File: config.mk
export PLATFORM = sky130hd
export DESIGN_NAME = regfile_wr_arbiter
export DESIGN_NICKNAME = d
export VERILOG_FILES = /design/src/rtl/regfile_wr_arbiter.sv
export SDC_FILE = /design/constraint.sdc
export NUM_CORES = 1
export LEC_CHECK = 0
export CAP_MARGIN = 20
export CORE_MARGIN = 3
export CORE_UTILIZATION = 54
export CTS_BUF_LIST = sky130_fd_sc_hd__clkbuf_4
export DETAILED_ROUTE_END_ITERATION = 8
export PLACE_DENSITY = 0.87
export SYNTH_ARGS = -nofsm -noshare
export SYNTH_HDL_FRONTEND = slang
export SYNTH_SLANG_ARGS = --single-unit
export TNS_END_PERCENT = 10
File: constraint.sdc
create_clock -name clk -period 4.4 [get_ports clk]
set_clock_uncertainty 0.15 [all_clocks]
set_input_delay 1.1 -clock clk [delete_from_list [all_inputs] [get_ports clk]]
set_output_delay 1.1 -clock clk [all_outputs]
set_load 0.02 [all_outputs]
File: src/rtl/regfile_wr_arbiter.sv
// Round-robin arbiter sharing the single register-file write port between an
// ALU writeback source (requester 0) and a load writeback source (requester 1).
module regfile_wr_arbiter #(
    parameter int DATA_W = 16,
    parameter int ADDR_W = 3,
    parameter int CNT_W  = 16
) (
    input  logic              clk,
    input  logic              rst_n,
    input  logic              req0_valid,
    input  logic [ADDR_W-1:0] req0_addr,
    input  logic [DATA_W-1:0] req0_data,
    output logic              req0_ready,
    input  logic              req1_valid,
    input  logic [ADDR_W-1:0] req1_addr,
    input  logic [DATA_W-1:0] req1_data,
    output logic              req1_ready,
    output logic              wr_en,
    output logic [ADDR_W-1:0] wr0_addr,
    output logic [DATA_W-1:0] wr0_data,
    output logic              busy,
    output logic [CNT_W-1:0]  wr_count
);

    localparam logic [CNT_W-1:0] CNT_ONE = {{(CNT_W-1){1'b0}}, 1'b1};

    logic              slot0_v;
    logic [ADDR_W-1:0] slot0_addr;
    logic [DATA_W-1:0] slot0_data;
    logic              slot1_v;
    logic [ADDR_W-1:0] slot1_addr;
    logic [DATA_W-1:0] slot1_data;
    logic              last_grant;
    logic              grant0;
    logic              grant1;

    // last_grant = 1 means requester 1 was served last, so requester 0 wins a tie.
    always_comb begin
        grant0 = 1'b0;
        grant1 = 1'b0;
        if (slot0_v && slot1_v) begin
            grant0 = last_grant;
            grant1 = !last_grant;
        end else begin
            grant0 = slot0_v;
            grant1 = slot1_v;
        end
    end

    // Handshake: a write transfers on a rising edge when valid && ready. Ready is
    // independent of valid and is also high when the slot drains on the same edge,
    // so a requester can refill its slot every cycle. While valid && !ready the
    // requester holds addr/data stable.
    assign req0_ready = !slot0_v || grant0;
    assign req1_ready = !slot1_v || grant1;

    always_ff @(posedge clk or negedge rst_n) begin
        if (!rst_n) begin
            slot0_v    <= 1'b0;
            slot0_addr <= '0;
            slot0_data <= '0;
        end else if (req0_valid && req0_ready) begin
            slot0_v    <= 1'b1;
            slot0_addr <= req0_addr;
            slot0_data <= req0_data;
        end else if (grant0) begin
            slot0_v <= 1'b0;
        end
    end

    always_ff @(posedge clk or negedge rst_n) begin
        if (!rst_n) begin
            slot1_v    <= 1'b0;
            slot1_addr <= '0;
            slot1_data <= '0;
        end else if (req1_valid && req1_ready) begin
            slot1_v    <= 1'b1;
            slot1_addr <= req1_addr;
            slot1_data <= req1_data;
        end else if (grant1) begin
            slot1_v <= 1'b0;
        end
    end

    always_ff @(posedge clk or negedge rst_n) begin
        if (!rst_n) begin
            last_grant <= 1'b1;
        end else if (grant0) begin
            last_grant <= 1'b0;
        end else if (grant1) begin
            last_grant <= 1'b1;
        end
    end

    // Address/data hold their last value on idle cycles; only wr_en qualifies them.
    always_ff @(posedge clk or negedge rst_n) begin
        if (!rst_n) begin
            wr_en    <= 1'b0;
            wr0_addr <= '0;
            wr0_data <= '0;
        end else begin
            wr_en <= grant0 | grant1;
            if (grant0) begin
                wr0_addr <= slot0_addr;
                wr0_data <= slot0_data;
            end else if (grant1) begin
                wr0_addr <= slot1_addr;
                wr0_data <= slot1_data;
            end
        end
    end

    always_ff @(posedge clk or negedge rst_n) begin
        if (!rst_n) begin
            wr_count <= '0;
        end else if (wr_en) begin
            wr_count <= wr_count + CNT_ONE;
        end
    end

    assign busy = slot0_v | slot1_v | wr_en;

endmodule

==> reports/results.ini <==
[outcome]
outcome = complete, no violations

[sta]
maxSlewViolCount = 0
finalHoldViolCount = 0
fmax_ghz = 0.314
fin_crit_sh = 0.724
slew_headroom = 0.372
worstMarginPinSlew_ps = 941
setup_tns_ps = 0
min_period_ps = 3190
rsz0062_at_grt = no
setup-violations-final = 0
hold_slack_ps = 333
setup_ws_ps = 1210

[placement]
place_hpwl_um = 4320
globalplace.congestion = 0.696
numPortBuffers = 80
dp_slack_ps = 1660
placed_cell_area_mm2 = 0.00399
dp_cells = 364

[worst_setup_path]
worstSetupStartpointType = register
critical_path.max_fanout = 6
arrival_ps = 1940
crit_type = reg2out
required_ps = 3150
critPathSlowestCell = clkdlybuf4s50_1
crit_start = slot1_v
reg2reg_from = slot0_v
cp_cell_sequence = or3_2 > clkdlybuf4s50_1
r2r_slack_ps = 2590
slowest_delay_ps = 550
crit_path_end_kind = primary output

[yosys]
synth_most_common_cell = dfrtp_1
yosys_warnings = 0
syn_area_mm2 = 0.00313
syn_area_per_cell_um2 = 14.4
synthesis.nets = 260
synth_flop_cell = dfrtp_1
syn_inst = 217
synth-edff-count = 0
async_reset_ff_frac = 1.00
synth.top_cell.area_share = 0.607
synth_seq_cells = 77
synth_common_cells = 76 x dfrtp_1, 39 x mux2_2, 19 x a21o_1, 19 x a22o_1, 8 x xor2_1
synth_top_cell_by_area = dfrtp_1
synth-seq-area-share = 0.615
synth_area_leaders = dfrtp_1 61%, mux2_2 14%, a22o_1 5.3%
synthDistinctLibCells = 31

[clocking]
cts.reportedPaths.clkPinSlew_ps = 120
cts_hold_buf = 0
clkLatencyLatePin_ps = 410
cts_setup_buffers = 0
post_cts_resized = 0
cts.sinks = 77
tritoncts = built
numCtsBuffers = 9
htree_levels = 3
clock_path_buffers = 2
cts_root_buf = clkbuf_4

[layout]
antenna_cells = 0
final_cells = 380
nets = 346
area_growth_pct = 33.0
drive_gt1_frac = 0.237
final_area_mm2 = 0.00417

[pwr]
comb_power_share = 0.362
ir_drop_uv = 334
seqPwrFrac = 0.431
power-per-cell-area_mw_per_mm2 = 615
power.switching_mw = 0.845
p_sw_frac = 0.330
leakage_nw = 1.89
intPower_mw = 1.72
p_clk_frac = 0.207

[floorplanning]
start_util = 0.562
num_rows = 27
die_h_um = 82.2
core_area_mm2 = 0.00557
io_pins = 81
dieArea_mm2 = 0.00675
die_w_um = 82.2

[drt]
remaining_drc_errors = 0
dr.pass1.iters = 4
ant_nets = 0
drtIter0Drc = 56
post_drt_wl_per_cell_um = 16.8
num_vias = 2064
vias_per_cell = 5.43
drt_wl_total_um = 6370

[flow_run]
maxCapViolCount = 0

[global_route]
grt_max_degree = 78
grt-ovfl-total = 0
grt_pass1_wl_um = 10300
antenna_found_initial = 0
grt_pass1_vias = 2111
track_usage = 0.207

[worst_hold_path]
hold_path.class = reg2reg
hold_start = wr_count[15]

==> cell type report <==
cell class	count	area [µm²]
Sequential cell	77	1930
Fill cell	387	1410
Multi-Input combinational cell	131	1150
Timing Repair Buffer	82	813
Clock inverter	7	114
Tap cell	72	90.1
Clock buffer	9	67.6
Inverter	2	7.51
==> metal layers <==
| layer | vias to the layer above | part of all wire | GRT usage | wire (µm) |
|---|---|---|---|---|
| met5 | - | 0 | 0 | 0 |
| met4 | 0 | 0.015 | 0.0930 | 93 |
| met3 | 10 | 0.051 | 0.0531 | 327 |
| met2 | 61 | 0.52 | 0.347 | 3300 |
| met1 | 1043 | 0.42 | 0.251 | 2650 |
| li1 | 950 | - | - | - |
==> sequential cells by signal, indices dropped and copies added (netlist names) <==
register and count:
slot0_data 16, slot1_data 16, wr0_data 16, wr_count 16, slot0_addr 3, slot1_addr 3
wr0_addr 3, last_grant 1, slot0_v 1, slot1_v 1, wr_en 1
==> power by group through the flow <==
stage | combinational, mW | clock (mW) | sequential [mW]
2_1_floorplan | 0.401 | 0 | 1.24
5_1_grt | 0.995 | 0.574 | 1.13
4_1_cts | 0.941 | 0.539 | 1.11
3_5_place_dp | 0.937 | 0 | 1.12
3_3_place_gp | 0.915 | 0 | 1.11
6_report | 0.926 | 0.530 | 1.11
==> logic make-up (layout without fill, tap and decap cells) <==
group           after synthesis  in the layout  synth area share
flops                        77             77             0.615
compound gates               40             40             0.104
mux                          39             39             0.140
simple gates                 36             36            0.0755
xor+xnor                     15             15            0.0419
buf+inv                       9            100            0.0196
fa+ha+maj                     1              1           0.00399
==> worst paths after layout <==
| kind | cells after the start | to |
|---|---|---|
| hold / removal | 1 | wr_count[15] |
| setup reg to reg | 3 | wr0_data[3] |
| min in group asynchronous | 1 | wr_count[13] |
| hold reg to reg | 1 | wr_count[15] |
| setup / recovery | 2 | busy |
| max in group asynchronous | 1 | slot0_data[12] |
==> critical path, delay by kind of cell, from the launching register on <==
kind                   cells  cell delay (ps)
buffers and inverters      1              550
DFF                        1              480
and+or+nand+nor            1              510
==> cells in the final DEF, fill, tap and decap left out, drive strengths merged <==
master | Yosys | final
clkdlybuf4s50 | 0 | 79
dfrtp | 76 | 76
mux2 | 39 | 39
a22o | 19 | 19
a21o | 19 | 19
clkbuf | 1 | 9
nand2 | 9 | 9
xor2 | 8 | 8
xnor2 | 7 | 7
nor2 | 7 | 7
nand3 | 6 | 6
nand4 | 4 | 4
clkinv | 0 | 4
nand2b | 3 | 3
bufinv | 0 | 3
buf | 6 | 3
nor3 | 3 | 3
inv | 2 | 2
or3 | 1 | 1
a21boi | 1 | 1
and3 | 1 | 1
and4 | 1 | 1
and2 | 1 | 1
a21oi | 1 | 1
ha | 1 | 1
dfstp | 1 | 1
==> per-stage QoR <==
stage          power (mW)   util
4_1_cts              2.59  0.748
2_1_floorplan        1.64      -
3_3_place_gp         2.02  0.715
5_1_grt              2.70  0.748
3_5_place_dp         2.05  0.715
6_report             2.56  0.748
No activity file was read; power rests on OpenSTA's default activity.
